--- config.mk ---
export PLATFORM = sky130hd
export DESIGN_NAME = fp_issue_scoreboard_flat
export DESIGN_NICKNAME = d
export VERILOG_FILES = /design/src/rtl/fp_issue_scoreboard_if.sv /design/src/rtl/fp_issue_scoreboard.sv /design/src/flat_wrapper.sv
export SDC_FILE = /design/constraint.sdc
export NUM_CORES = 1
export LEC_CHECK = 0
export ABC_AREA = 1
export CAP_MARGIN = 20
export CORE_MARGIN = 2
export CORE_UTILIZATION = 60
export CTS_CLUSTER_DIAMETER = 150
export DETAILED_ROUTE_END_ITERATION = 7
export HOLD_SLACK_MARGIN = 0.06
export PLACE_DENSITY_LB_ADDON = 0.3
export SLEW_MARGIN = 0
export SYNTH_ARGS = -nofsm -noshare
export SYNTH_HDL_FRONTEND = slang
export SYNTH_SLANG_ARGS = --single-unit
--- constraint.sdc ---
create_clock -name clk -period 11.2 [get_ports clk]
set_input_delay 2.24 -clock clk [delete_from_list [all_inputs] [get_ports clk]]
set_output_delay 2.24 -clock clk [all_outputs]
set_load 0.02 [all_outputs]
--- src/rtl/fp_issue_scoreboard_if.sv ---
// Decode-to-scoreboard issue bus plus the scoreboard's stall, writeback and status returns.
// Decode side uses the master modport; the scoreboard uses the slave modport.
interface fp_issue_scoreboard_if #(
  parameter int NREGS = 32,
  parameter int AW    = 5,
  parameter int LW    = 4
);
  logic             issue_valid_i;
  logic [AW-1:0]    issue_rs1_i;
  logic [AW-1:0]    issue_rs2_i;
  logic             issue_use_rs1_i;
  logic             issue_use_rs2_i;
  logic             issue_we_i;
  logic [AW-1:0]    issue_rd_i;
  logic [LW-1:0]    issue_lat_i;
  logic             flush_i;
  logic             stall_o;
  logic             issue_fire_o;
  logic             wb_valid_o;
  logic [AW-1:0]    wb_rd_o;
  logic [NREGS-1:0] busy_o;
  logic [LW-1:0]    inflight_o;

  modport master (
    output issue_valid_i, issue_rs1_i, issue_rs2_i, issue_use_rs1_i, issue_use_rs2_i,
           issue_we_i, issue_rd_i, issue_lat_i, flush_i,
    input  stall_o, issue_fire_o, wb_valid_o, wb_rd_o, busy_o, inflight_o
  );

  modport slave (
    input  issue_valid_i, issue_rs1_i, issue_rs2_i, issue_use_rs1_i, issue_use_rs2_i,
           issue_we_i, issue_rd_i, issue_lat_i, flush_i,
    output stall_o, issue_fire_o, wb_valid_o, wb_rd_o, busy_o, inflight_o
  );
endinterface

--- src/rtl/fp_issue_scoreboard.sv ---
// Variable-latency issue scoreboard: a result shift register owns the single writeback
// slot, per-register busy bits block RAW/WAW hazards, and a taken branch kills the last issue.
module fp_issue_scoreboard #(
  parameter int NREGS   = 32,
  parameter int AW      = 5,
  parameter int LAT_MAX = 8,
  parameter int LW      = 4
) (
  input  logic                clk,
  input  logic                reset,
  fp_issue_scoreboard_if.slave bus
);

  logic [LAT_MAX:0] r_slot_v;
  logic [AW-1:0]    r_slot_rd [LAT_MAX+1];
  logic [NREGS-1:0] r_busy;
  logic             r_lv;
  logic [AW-1:0]    r_lrd;
  logic [LW-1:0]    r_llat;
  logic [LW-1:0]    r_inflight;

  logic             w_lat_ok;
  logic             w_raw;
  logic             w_waw;
  logic             w_wbc;
  logic             w_stall;
  logic             w_fire;
  logic             w_alloc;
  logic             w_kill;
  logic             w_wb_valid;
  logic [LAT_MAX:0] w_cur_v;
  logic [LAT_MAX:0] w_slot_v_next;
  logic [AW-1:0]    w_slot_rd_next [LAT_MAX+1];
  logic [NREGS-1:0] w_busy_next;
  logic [LW-1:0]    w_inflight_next;

  always_comb begin
    w_lat_ok = (bus.issue_lat_i != '0) && (bus.issue_lat_i <= LW'(LAT_MAX));
    w_raw = (bus.issue_use_rs1_i && (bus.issue_rs1_i != '0) && r_busy[bus.issue_rs1_i]) ||
            (bus.issue_use_rs2_i && (bus.issue_rs2_i != '0) && r_busy[bus.issue_rs2_i]);
    w_waw = bus.issue_we_i && (bus.issue_rd_i != '0) && r_busy[bus.issue_rd_i];
    w_wbc = 1'b0;
    for (int k = 1; k <= LAT_MAX; k++) begin
      if (bus.issue_we_i && (LW'(k) == bus.issue_lat_i) && r_slot_v[k]) w_wbc = 1'b1;
    end
    // Reset also masks the combinational handshake so nothing is accepted while held.
    w_stall = reset && bus.issue_valid_i && !bus.flush_i && (w_raw || w_waw || w_wbc);
    w_fire  = reset && bus.issue_valid_i && !bus.flush_i && !w_stall;
    w_alloc = w_fire && bus.issue_we_i && (bus.issue_rd_i != '0) && w_lat_ok;
    w_kill  = bus.flush_i && r_lv;
    w_wb_valid = r_slot_v[0] && !(w_kill && (r_llat == LW'(1)));
  end

  always_comb begin
    w_cur_v = r_slot_v;
    for (int k = 0; k < LAT_MAX; k++) begin
      if (w_kill && (LW'(k + 1) == r_llat)) w_cur_v[k] = 1'b0;
    end
    w_slot_v_next = {1'b0, w_cur_v[LAT_MAX:1]};
    for (int k = 0; k < LAT_MAX; k++) w_slot_rd_next[k] = r_slot_rd[k+1];
    w_slot_rd_next[LAT_MAX] = '0;
    // The new entry lands one slot below L because it is written after this edge's shift.
    for (int k = 0; k < LAT_MAX; k++) begin
      if (w_alloc && (LW'(k + 1) == bus.issue_lat_i)) begin
        w_slot_v_next[k]  = 1'b1;
        w_slot_rd_next[k] = bus.issue_rd_i;
      end
    end
    w_inflight_next = '0;
    for (int k = 0; k <= LAT_MAX; k++) begin
      w_inflight_next = w_inflight_next + {{(LW-1){1'b0}}, w_slot_v_next[k]};
    end
  end

  always_comb begin
    w_busy_next = r_busy;
    if (w_wb_valid) w_busy_next[r_slot_rd[0]] = 1'b0;
    if (w_kill)     w_busy_next[r_lrd] = 1'b0;
    if (w_alloc)    w_busy_next[bus.issue_rd_i] = 1'b1;
    w_busy_next[0] = 1'b0;
  end

  always_ff @(posedge clk or negedge reset) begin
    if (!reset) begin
      r_slot_v   <= '0;
      r_slot_rd  <= '{default: '0};
      r_busy     <= '0;
      r_lv       <= 1'b0;
      r_lrd      <= '0;
      r_llat     <= '0;
      r_inflight <= '0;
    end else begin
      r_slot_v   <= w_slot_v_next;
      r_slot_rd  <= w_slot_rd_next;
      r_busy     <= w_busy_next;
      // Only an allocating issue has anything for a following flush to undo.
      r_lv       <= w_alloc;
      r_lrd      <= w_alloc ? bus.issue_rd_i : '0;
      r_llat     <= w_alloc ? bus.issue_lat_i : '0;
      r_inflight <= w_inflight_next;
    end
  end

  assign bus.stall_o      = w_stall;
  assign bus.issue_fire_o = w_fire;
  assign bus.wb_valid_o   = w_wb_valid;
  assign bus.wb_rd_o      = r_slot_rd[0];
  assign bus.busy_o       = r_busy;
  assign bus.inflight_o   = r_inflight;

endmodule

--- src/flat_wrapper.sv ---
// flat-port wrapper written by rule: the top's interface ports become plain ports
module fp_issue_scoreboard_flat 
#(
  parameter int NREGS   = 32,
  parameter int AW      = 5,
  parameter int LAT_MAX = 8,
  parameter int LW      = 4
)
  (clk, reset, bus_issue_valid_i, bus_issue_rs1_i, bus_issue_rs2_i, bus_issue_use_rs1_i, bus_issue_use_rs2_i, bus_issue_we_i, bus_issue_rd_i, bus_issue_lat_i, bus_flush_i, bus_stall_o, bus_issue_fire_o, bus_wb_valid_o, bus_wb_rd_o, bus_busy_o, bus_inflight_o);
  fp_issue_scoreboard_if #(.NREGS(NREGS), .AW(AW), .LW(LW)) bus_i ();
  input  logic clk;
  input  logic reset;
  input wire logic [$bits(bus_i.issue_valid_i)-1:0] bus_issue_valid_i;
  input wire logic [$bits(bus_i.issue_rs1_i)-1:0] bus_issue_rs1_i;
  input wire logic [$bits(bus_i.issue_rs2_i)-1:0] bus_issue_rs2_i;
  input wire logic [$bits(bus_i.issue_use_rs1_i)-1:0] bus_issue_use_rs1_i;
  input wire logic [$bits(bus_i.issue_use_rs2_i)-1:0] bus_issue_use_rs2_i;
  input wire logic [$bits(bus_i.issue_we_i)-1:0] bus_issue_we_i;
  input wire logic [$bits(bus_i.issue_rd_i)-1:0] bus_issue_rd_i;
  input wire logic [$bits(bus_i.issue_lat_i)-1:0] bus_issue_lat_i;
  input wire logic [$bits(bus_i.flush_i)-1:0] bus_flush_i;
  output wire logic [$bits(bus_i.stall_o)-1:0] bus_stall_o;
  output wire logic [$bits(bus_i.issue_fire_o)-1:0] bus_issue_fire_o;
  output wire logic [$bits(bus_i.wb_valid_o)-1:0] bus_wb_valid_o;
  output wire logic [$bits(bus_i.wb_rd_o)-1:0] bus_wb_rd_o;
  output wire logic [$bits(bus_i.busy_o)-1:0] bus_busy_o;
  output wire logic [$bits(bus_i.inflight_o)-1:0] bus_inflight_o;
  assign bus_i.issue_valid_i = bus_issue_valid_i;
  assign bus_i.issue_rs1_i = bus_issue_rs1_i;
  assign bus_i.issue_rs2_i = bus_issue_rs2_i;
  assign bus_i.issue_use_rs1_i = bus_issue_use_rs1_i;
  assign bus_i.issue_use_rs2_i = bus_issue_use_rs2_i;
  assign bus_i.issue_we_i = bus_issue_we_i;
  assign bus_i.issue_rd_i = bus_issue_rd_i;
  assign bus_i.issue_lat_i = bus_issue_lat_i;
  assign bus_i.flush_i = bus_flush_i;
  assign bus_stall_o = bus_i.stall_o;
  assign bus_issue_fire_o = bus_i.issue_fire_o;
  assign bus_wb_valid_o = bus_i.wb_valid_o;
  assign bus_wb_rd_o = bus_i.wb_rd_o;
  assign bus_busy_o = bus_i.busy_o;
  assign bus_inflight_o = bus_i.inflight_o;
  fp_issue_scoreboard #(.NREGS(NREGS), .AW(AW), .LAT_MAX(LAT_MAX), .LW(LW)) u_core (.clk(clk), .reset(reset), .bus(bus_i));
endmodule
* Word-level counts from Yosys, hierarchy flattened
Cells that the tools add are included.
** Storage, ports and cells
- Flip-flop bits (word level) :: 93
- Logic and storage cells :: 157
** Operators by class
- Eq/ne operators :: 16
- Mux-type cells :: 47
- Reduce and logical (&&, ||, !) cells :: 59
- Add/subtract/negate cells :: 7
- Bitwise operators :: 5
- Magnitude comparators :: 9
** Operators with widths (count)
- $mux W32 :: 3
- $and A32 B32 Y32 :: 2
- $not A32 Y32 :: 2
- $logic_and A1 B1 Y1 :: 49
- $mux W5 :: 9
- $eq A3 B4 Y1 const A :: 8
- $or A32 B32 Y32 :: 1
- $lt A5 B6 Y1 const B :: 5
- $mux W1 :: 28
- $add A4 B1 Y4 :: 6
- $eq A2 B4 Y1 const A :: 4
- $bmux W1 S5 :: 3
- $demux W1 S5 :: 3
- $ge A5 B1 Y1 const B :: 3
- $reduce_bool A5 Y1 :: 3
- $eq A4 B4 Y1 const A :: 2
- $eq A1 B4 Y1 const A :: 1
- $eq A4 B1 Y1 const B :: 1
- $le A4 B4 Y1 const B :: 1
- $mux W4 :: 1
- $reduce_bool A4 Y1 :: 1
- $logic_not A1 Y1 :: 3
- $logic_or A1 B1 Y1 :: 3
- $add A1 B1 Y2 :: 1

* Depth between registers and ports, before layout
Gate-level depths: netlist of the first run.
- Word-level depth :: 26
- Gate-level depth with buffers :: 25

* Worst setup path before layout of the first run
No wires, ideal clock.
- Path type :: input-to-output
- Start :: input port bus_issue_lat_i[3]
- End :: output port bus_stall_o
- Arrival time :: 3741 ps
- Path slack :: 5219 ps
- Stages :: 11
- Cells stage by stage :: nor2_1 > inv_1 > nor2_1 > nand2_1 > nand2_1 > nor2_1 > a21boi_1 > inv_1 > nand3_2 > nor2_4 > nor3_1
** Between the ends
- Cells in the longest elaborated chain, start to end :: 12
- Elaborated cells between the ends (all ways) :: 30
- Classes of those cells :: eq/ne (7); mux (7); reduce/logical (16)
** Ends and longest elaborated chain
- from (decl) :: line flat_wrapper.sv:20 : input wire logic [$bits(bus_i.issue_lat_i)-1:0] bus_issue_lat_i;
- $eq A1 B4 Y1 :: line fp_issue_scoreboard.sv:44 : if (bus.issue_we_i && (LW'(k) == bus.issue_lat_i) && r_slot_v[k]) w_wbc = 1'b1;
- $logic_and A1 B1 Y1 (2 in series) :: line fp_issue_scoreboard.sv:44
- $mux W1 (6 in series) :: line fp_issue_scoreboard.sv:44
- $mux W1 (*) :: line fp_issue_scoreboard.sv:44
- $logic_or A1 B1 Y1 (*) :: line fp_issue_scoreboard.sv:47 : w_stall = reset && bus.issue_valid_i && !bus.flush_i && (w_raw || w_waw || w_wbc);
- $logic_and A1 B1 Y1 (*) :: line fp_issue_scoreboard.sv:47
- to (decl) :: line flat_wrapper.sv:22 : output wire logic [$bits(bus_i.stall_o)-1:0] bus_stall_o;
Every way passes the cells marked *; elsewhere a longest branch is shown, timed or not.

* Worst setup path after layout of the first run
- Start :: input port bus_issue_rd_i[0]
- End :: output port bus_stall_o
** Between the ends
- Cells in the longest elaborated chain, start to end :: 6
- Elaborated cells between the ends (all ways) :: 8
- Classes of those cells :: mux (2); reduce/logical (6)
** Ends and longest elaborated chain
- from (decl) :: line flat_wrapper.sv:19 : input wire logic [$bits(bus_i.issue_rd_i)-1:0] bus_issue_rd_i;
- $bmux W1 S5 or $reduce_bool A5 Y1 (tied branches) :: line fp_issue_scoreboard.sv:41 : w_waw = bus.issue_we_i && (bus.issue_rd_i != '0) && r_busy[bus.issue_rd_i];
- $mux W1 (not written as such) or $logic_and A1 B1 Y1 (tied branches) :: line fp_issue_scoreboard.sv:41
- $logic_and A1 B1 Y1 (*) :: line fp_issue_scoreboard.sv:41
- $logic_or A1 B1 Y1 (*) (2 in series) :: line fp_issue_scoreboard.sv:47
- $logic_and A1 B1 Y1 (*) :: line fp_issue_scoreboard.sv:47
Every way passes the cells marked *; elsewhere a longest branch is shown, timed or not. The select of a mux whose other input is x is not followed.

==> results.cfg, run 1 <==
[worst_setup_path]
critical_path.cell_chain = clkdlybuf4s50_1, inv_4, nor2_2, nand2_1, nand3_1, nand2_1, nand2_1, nor2_1, nand2_1, nand2_1, nand3_2, nor2_4, nor3_1, clkdlybuf4s50_1
worst-r2r-setup-slack_ns = 6.57
required_ns = 8.96
slowest_stage = clkdlybuf4s50_1
cp_common_cell = nand2_1
worstPathArrival_ns = 5.56
crit_type = input pin to output port
path_buf_inv = 3
max_stage_delay_ns = 1.25
startpoint_type = input pin
worstSetupEndpointType = output port
path_max_fanout = 27
crit_family = buffers and inverters

[routing]
dr_total_vias = 5616
first_pass_iters = 5
drt_wl_total_mm = 17.5
wl_per_cell_microns = 19.3
drt-initial-drc-count = 581
ant_nets = 0
viasPerCell = 6.17
drc_errors = 0

[yosys]
syn-instance-count = 746
syn-cell-area_sq_um = 5450
avgSynthCellArea_sq_um = 7.31
synthTopCellsByArea = dfrtp_1 43%, nand2_1 18%, nand3_1 8.2%, inv_1 5.1%, o221ai_1 5.0%
ys_ff_latch = 93
synth_edf_count = 0
synth_common_cells = 263 x nand2_1, 93 x dfrtp_1, 89 x nand3_1, 74 x inv_1, 51 x nor2_1
synth_most_common_cell = nand2_1
synth_seq_area_share_pct = 42.7
synthFlopType = dfrtp_1
post_synth_num_cell_types = 35
yosys_warnings = 0
syn_nets = 779
yosysTopAreaCellShare_pct = 42.7
yosysTopAreaCell = dfrtp_1
async_reset_ff_share_pct = 100

[timing]
maxSlewViolCount = 0
layout_min_cycle_time_ns = 7.80
max_clock_freq_mhz = 128
hold_viol_final = 0
finalWorstSetupSlack_ns = 3.40
finalCritPeriodShare_pct = 69.6
hold_ws_ns = 0.459
rsz0062_at_grt = false
slew_headroom_pct = 21.4
finalSetupViolCount = 0
worstMarginPinSlew_ns = 1.18
fin_skew_ns = 0.0116
setup_tns_ns = 0

[finish]
syn_to_final_growth_pct = 15.4
fin_util_pct = 71.8
nets = 830
drive_above_1_share_pct = 3.99
antenna_cells = 0
fin_area_sq_um = 6290

[clock_network]
ctsResizeCount = 0
clockRootBuffer = clkbuf_8
cts_tree = built
clkSlewWorstSetupHoldPaths_ns = 0.10
cts_buffers = 9
cts_buffer_depth = 2
cts_hold_buf = 0
clock-sinks = 93
post_cts_buffers = 0
htreeDepth = 3
clk-insertion-delay-late_ns = 0.37

[power_and_ir_drop]
ir_drop_uv = 112
power.leakage_nw = 3.08
powerDensity_nw_per_um2 = 109

[floorplanning]
core_area_sq_um = 8760
die_h_microns = 99.3
rows = 34
pin_count = 70
die_area_sq_um = 9870
start_util_pct = 62.2
die_w_microns = 99.3

[placed_design]
portBuffers = 68
gp_congestion = 1.01
pre_cts_ws_ns = 3.49
dp_hpwl_mm = 12.8
dpl_cell_area_sq_um = 6070

[run_status]
outcome = finished, final reports clean

[hold_path]
hold_class = register to register

[grt]
grt_pass1_vias = 5458
antenna_found_initial = 0
grt_max_degree = 61
track_usage_pct = 37.1
grt_overflow = 0
grt_pass1_wl_mm = 28.4

[run]
maxCapViolCount = 0
==> path summary, 6_finish.rpt <==
| check | from | to | cells past startpoint |
|---|---|---|---|
| setup / recovery | bus_issue_rd_i[0] | bus_stall_o | 14 |
| max in group asynchronous | reset | u_core.bus.busy_o[14] | 2 |
| setup reg to reg | u_core.bus.busy_o[20] | u_core.bus.inflight_o[1] | 19 |
| hold / removal | u_core.r_slot_rd[38] | u_core.bus.wb_rd_o[3] | 2 |
| min in group asynchronous | reset | u_core.bus.inflight_o[2] | 1 |
| hold reg to reg | u_core.r_slot_rd[38] | u_core.bus.wb_rd_o[3] | 2 |
==> kinds of logic (layout without fill, tap and decap cells) <==
group / Yosys count / in the layout / share of synthesized area, %
adders and majority gates: 7 / 7 / 2.16
DFF: 93 / 93 / 42.7
AOI/OAI and AO/OA: 95 / 95 / 11.6
xor gates and xnor gates: 1 / 1 / 0.161
and+or+nand+nor: 442 / 442 / 34.3
buffers and inverters: 107 / 163 / 9.06
other: 1 / 1 / 0.0688
==> power breakdown <==
part / switching [mW] / internal, mW / total [mW]
clock network: 0.144 / 0.0902 / 0.235
registers: 0.00923 / 0.342 / 0.351
logic: 0.0636 / 0.0332 / 0.0968
total: 0.217 / 0.466 / 0.683
==> stage by stage <==
stage,cells,total power [mW]
final,910,0.683
after global placement,894,0.450
after detailed placement,894,0.452
after global routing,910,0.708
after CTS,910,0.680
after floorplan,746,0.409
==> tightest hold or removal path: cells and delay by family, from the launching register on <==
| family | cells | cell delay, ns |
|---|---|---|
| flip-flops | 1 | 0.33 |
| AND/OR/NAND/NOR | 2 | 0.10 |
==> sequential cells by signal (all words and copies together) (netlist names) <==
signal / flops
u_core.r_slot_v: 8
u_core.r_slot_rd: 35
u_core.bus.wb_rd_o: 5
u_core.r_lrd: 5
u_core.r_lv: 1
u_core.bus.inflight_o: 4
u_core.r_llat: 4
u_core.bus.busy_o: 31
==> area by class of cell <==
class	instances	area, sq um
Clock buffer	9	124
Clock inverter	7	91.3
Fill cell	711	2470
Inverter	78	295
Multi-Input combinational cell	546	2630
Sequential cell	93	2330
Tap cell	108	135
Timing Repair Buffer	69	686
==> layout by cell type (no fill, tap or decap), types with 3 or more instances in the layout <==
cell type        count
nand2_1            263
dfrtp_1             93
nand3_1             89
inv_1               74
clkdlybuf4s50_1     67
nor2_1              51
o21ai_0             43
o221ai_1            31
nor3_1              16
nand4_1             13
clkbuf_8             9
a21oi_1              6
o211ai_1             5
fa_1                 4
clkinv_8             4
o31ai_1              3
ha_1                 3
==> metal layers <==
| layer | wire length (microns) | GRT usage [%] | vias to the layer above |
|---|---|---|---|
| li1 | - | - | 2569 |
| met1 | 6460 | 45.9 | 2607 |
| met2 | 8650 | 62.5 | 371 |
| met3 | 1560 | 7.03 | 69 |
| met4 | 857 | 18.8 | 0 |
| met5 | 0 | 0 | - |
No activity file was read; power rests on OpenSTA's default activity.
==> run 2, diff against run 1 <==
- CORE_UTILIZATION: 60 -> 51
- clock period: 11.2 -> 6.9 ns (I/O delays scaled with it)
==> run 2 against run 1 <==
Compared with the run above: register-to-register slack got worse by 4.0 ns; routed wire length decreased by 4.6%; final area increased by 2.0%; clock-buffer cell count unchanged; via count decreased by 0.43%; largest cell class unchanged; largest power group unchanged; highest routed layer unchanged.
==> results.cfg, run 2 (synthesis results as in run 1) <==
[finish]
final_cell_mix = 263 x nand2_1, 93 x dfrtp_1, 89 x nand3_1
nets = 844
final_common_cell = nand2_1
multi_input_area_sq_um = 2630
largest-register = u_core.r_slot_rd
antenna_cells = 0
fillers = 934
regArea_sq_um = 2330
syn_to_final_growth_pct = 17.7
largest_reg_flops = 35
drive_above_1_share_pct = 5.64

[placed_design]
dp_hpwl_mm = 12.2
gp_congestion = 0.971
pre_cts_ws_ns = 0.788
portBuffers = 68

[clock_network]
clk-insertion-delay-late_ns = 0.38
clkSlewWorstSetupHoldPaths_ns = 0.10
post_cts_buffers = 0
ctsResizeCount = 0
cts_tree = built
htreeDepth = 3
cts_hold_buf = 0
clockRootBuffer = clkbuf_8
cts_buffers = 9
clock-sinks = 93
cts_buffer_depth = 2

[grt]
grtUsageMet3_pct = 4.24
use_met2_pct = 51.5
track_usage_pct = 29.9
grt_max_degree = 72
grt_pass1_wl_mm = 26.7
met1_usage_pct = 37.5
antenna_found_initial = 0
top_usage_layer = met2
grt_pass1_vias = 5375
grt_overflow = 0

[routing]
viasPerCell = 5.87
dr_total_vias = 5592
first_pass_iters = 6
ant_nets = 0
drt-initial-drc-count = 628
drt_wl_total_mm = 16.7
wl_per_cell_microns = 17.6
drc_errors = 0

[timing]
finalWorstSetupSlack_ns = 1.10
fin_skew_ns = 0.0126
maxSlewViolCount = 0
rsz0062_at_grt = false
max_clock_freq_mhz = 172
layout_min_cycle_time_ns = 5.80
finalCritPeriodShare_pct = 84.1
worstMarginPinSlew_ns = 0.881
slew_headroom_pct = 41.3
finalSetupViolCount = 0
setup_tns_ns = 0
hold_viol_final = 0

[run_status]
outcome = finished, final reports clean

[power_and_ir_drop]
powerDensity_nw_per_um2 = 171
power.leakage_nw = 3.14
ir_drop_uv = 147

[worst_setup_path]
rr_worst_depth = 19
worstSetupEndpointType = register
required_ns = 7.22
startpoint_type = input pin
worstPathArrival_ns = 6.12
crit_type = input pin to register
path_max_fanout = 12

[hold_path]
holdPathStages = 2
hold_class = register to register

[floorplanning]
rows = 37
pin_count = 70
die_w_microns = 107
core_area_sq_um = 10400
die_h_microns = 107
die_area_sq_um = 11500
start_util_pct = 52.6

[run]
maxCapViolCount = 0
==> run 2: cell count changes in the layout (fill, tap and decap cells not counted), sizes merged <==
cell,change
inv,+1
buf,+14
clkinvlp,+1
clkinv,-2
==> run 2: stage by stage <==
step / std cells / power, mW / util [%] / hold slack, ns / instance area (sq um)
3_5_place_dp: 936 / 0.739 / 59.9 / 0.432 / 6210
5_1_grt: 952 / 1.14 / 61.9 / 0.470 / 6420
2_1_floorplan: 746 / 0.664 / - / 0.426 / 5450
4_1_cts: 952 / 1.10 / 61.9 / 0.457 / 6420
6_report: 952 / 1.10 / 61.9 / 0.457 / 6420
3_3_place_gp: 936 / 0.736 / 59.9 / 0.430 / 6210
==> run 2: layout make-up <==
class	count	area share (%)
multi-input cells	546	41.0
flip-flops and latches	93	36.3
repair buffers	83	12.3
inverters	78	4.60
well taps	136	2.65
clock buffers	9	1.93
clock inverters	7	1.25
==> run 2: path summary, 6_finish.rpt <==
check | startpoint | end | slack (ns)
min in group asynchronous | reset | u_core.bus.inflight_o[2] | 0.89
setup reg to reg | u_core.bus.busy_o[20] | u_core.bus.inflight_o[1] | 2.54
setup / recovery | bus_issue_rs2_i[0] | u_core.bus.inflight_o[1] | 1.10
hold / removal | u_core.r_slot_rd[25] | u_core.r_slot_rd[30] | 0.46
max in group asynchronous | reset | u_core.bus.busy_o[23] | 4.84
hold reg to reg | u_core.r_slot_rd[25] | u_core.r_slot_rd[30] | 0.46
==> run 2: critical path, cell delays in order <==
cell and delay (ns):
clkdlybuf4s50_1 0.73, inv_2 0.20, o21ai_0 0.21, nand3_1 0.14, nand3_1 0.11, nand2_1 0.06, nand3_1 0.19, nand3_2 0.12
nor2_4 0.20, nand4_1 0.30, nand2_1 0.19, ha_1 0.25, inv_1 0.08, fa_1 0.42, inv_1 0.08, fa_1 0.43
fa_1 0.45, inv_1 0.09, fa_1 0.41, inv_1 0.06
==> run 2: power breakdown <==
part	internal (mW)	switching, mW	total (mW)
registers	0.555	0.0132	0.569
clock network	0.144	0.224	0.367
logic	0.0584	0.105	0.163
total	0.758	0.341	1.10
==> run 2: metal layers <==
layer  routed length [microns]  part of all wire [%]  vias up
met3                      1540                   9.2       66
met5                         0                     0        -
li1                          -                     -     2579
met2                      8160                    49      360
met1                      6390                    38     2587
met4                       626                   3.7        0
==> run 3, diff against run 2 <==
- CORE_UTILIZATION: 51 -> 56
- clock period: 6.9 -> 5.5 ns (I/O delays scaled with it)
==> run 3 against run 2 <==
Compared with the run above: sequential share of layout area shrank 0.75 points; cell count grew 1.7%; via count is 2.0% higher; power is 25% higher; critical path type unchanged; largest cell class unchanged.
==> results.cfg, run 3 (synthesis results as in run 1) <==
[timing]
setup_tns_ns = 0
fin_skew_ns = 0.0141
max_clock_freq_mhz = 198
layout_min_cycle_time_ns = 5.05
rsz0062_at_grt = false
finalCritPeriodShare_pct = 91.9
finalSetupViolCount = 0
hold_viol_final = 0
worstMarginPinSlew_ns = 0.775
maxSlewViolCount = 0
slew_headroom_pct = 48.3

[power_and_ir_drop]
intPower_uw = 952
p_clk_share_pct = 32.6
power.leakage_nw = 3.23
powerDensity_nw_per_um2 = 210
p_sw_uw = 423
combinationalPowerShare_pct = 15.5
swShare_pct = 30.8
ir_drop_uv = 200
p_seq_share_pct = 51.9
power_mw = 1.38

[floorplanning]
pin_count = 70
die_h_microns = 103
die_area_sq_um = 10500
start_util_pct = 56.8
rows = 36
core_area_sq_um = 9590
die_w_microns = 103

[worst_setup_path]
worstPathArrival_ns = 5.37
required_ns = 5.82
crit_type = input pin to register
startpoint_type = input pin
path_max_fanout = 6
slowest_stage = clkdlybuf4s50_1
worstSetupEndpointType = register
max_stage_delay_ns = 0.63
critical_path.cell_chain = clkdlybuf4s50_1, inv_1, nor3_1, nand2_1, nand2_1, nor2_1, nand2_1, nand2_1, nand3_2, nor2_4, nand4_1, nand2_1, ha_1, inv_1, fa_1, inv_1, fa_1, fa_1, inv_1, fa_1, inv_1

[run]
maxCapViolCount = 0

[clock_network]
clkSlewWorstSetupHoldPaths_ns = 0.10
cts_buffer_depth = 2
post_cts_buffers = 0
cts_hold_buf = 0
clockRootBuffer = clkbuf_8
clock-sinks = 93
ctsResizeCount = 0
clk-insertion-delay-late_ns = 0.38
cts_tree = built
htreeDepth = 3
cts_buffers = 9

[routing]
ant_nets = 0
first_pass_iters = 5
drc_errors = 0
drt-initial-drc-count = 427
wl_per_cell_microns = 17.8
viasPerCell = 5.89
drt_wl_total_mm = 17.2
dr_total_vias = 5705

[placed_design]
dp_hpwl_mm = 12.9
portBuffers = 68
gp_congestion = 0.989

[grt]
grt_max_degree = 63
antenna_found_initial = 0
track_usage_pct = 34.5
grt_pass1_vias = 5556
grt_overflow = 0
grt_pass1_wl_mm = 27.5

[finish]
final_common_cell = nand2_1
syn_to_final_growth_pct = 20.2
largest-register = u_core.r_slot_rd
drive_above_1_share_pct = 7.78
nets = 863
largest_reg_flops = 35
antenna_cells = 0
final_cell_mix = 263 x nand2_1, 93 x dfrtp_1, 89 x nand3_1

[hold_path]
hold_class = register to register

[run_status]
outcome = finished, final reports clean
[run 3: changes by cell type in the layout (fill, tap and decap cells not counted), sizes merged]
cell,before,now
buf,16,35
inv,80,81
clkinvlp,1,3
clkinv,4,1
[run 3: power groups by stage]
stage / clock [mW] / sequential, mW / combinational (mW)
after floorplan: 0 / 0.733 / 0.100
after detailed placement: 0 / 0.726 / 0.210
after global placement: 0 / 0.726 / 0.208
after CTS: 0.450 / 0.713 / 0.211
after global routing: 0.485 / 0.715 / 0.235
final: 0.448 / 0.714 / 0.214
[run 3: worst paths after layout]
path | startpoint | slack [ns] | to | cells after the start
worst min register to register | u_core.r_slot_rd[31] | 0.45 | u_core.r_slot_rd[36] | 2
worst max register to register | u_core.bus.busy_o[20] | 1.39 | u_core.bus.inflight_o[1] | 19
worst min-delay path | u_core.r_slot_rd[31] | 0.45 | u_core.r_slot_rd[36] | 2
worst max-delay path | bus_issue_rd_i[3] | 0.45 | u_core.bus.inflight_o[1] | 21
max in group asynchronous | reset | 3.60 | u_core.r_slot_rd[17] | 3
min in group asynchronous | reset | 0.77 | u_core.bus.busy_o[25] | 2
[run 3: worst max-delay path: cells and delay by family]
family	cells	cell delay [ns]
fa+ha+maj	5	2.14
buf+inv	6	1.06
simple gates	10	1.06
[run 3: layout make-up]
type	count	area [sq um]
Fill cell	820	3040
Multi-Input combinational cell	546	2630
Sequential cell	93	2330
Timing Repair Buffer	102	946
Inverter	78	295
Tap cell	133	166
Clock buffer	9	124
Clock inverter	7	65.1
[run 3: layer usage]
layer	GRT usage (%)	part of all wire (%)	vias up
li1	-	-	2626
met1	41.6	38	2645
met2	59.7	50	350
met3	5.83	7.5	84
met4	17.6	4.9	0
met5	0	0	-
[run 3: stage by stage]
stage          util (%)  cells  area (sq um)  hold WS [ns]  setup slack (ns)
5_1_grt            68.3    968          6560         0.475             0.185
2_1_floorplan         -    746          5450         0.426             0.800
3_3_place_gp       66.4    952          6370         0.428             0.200
3_5_place_dp       66.4    952          6370         0.430            0.0922
4_1_cts            68.3    968          6560         0.453             0.483
6_report           68.3    968          6560         0.453             0.447
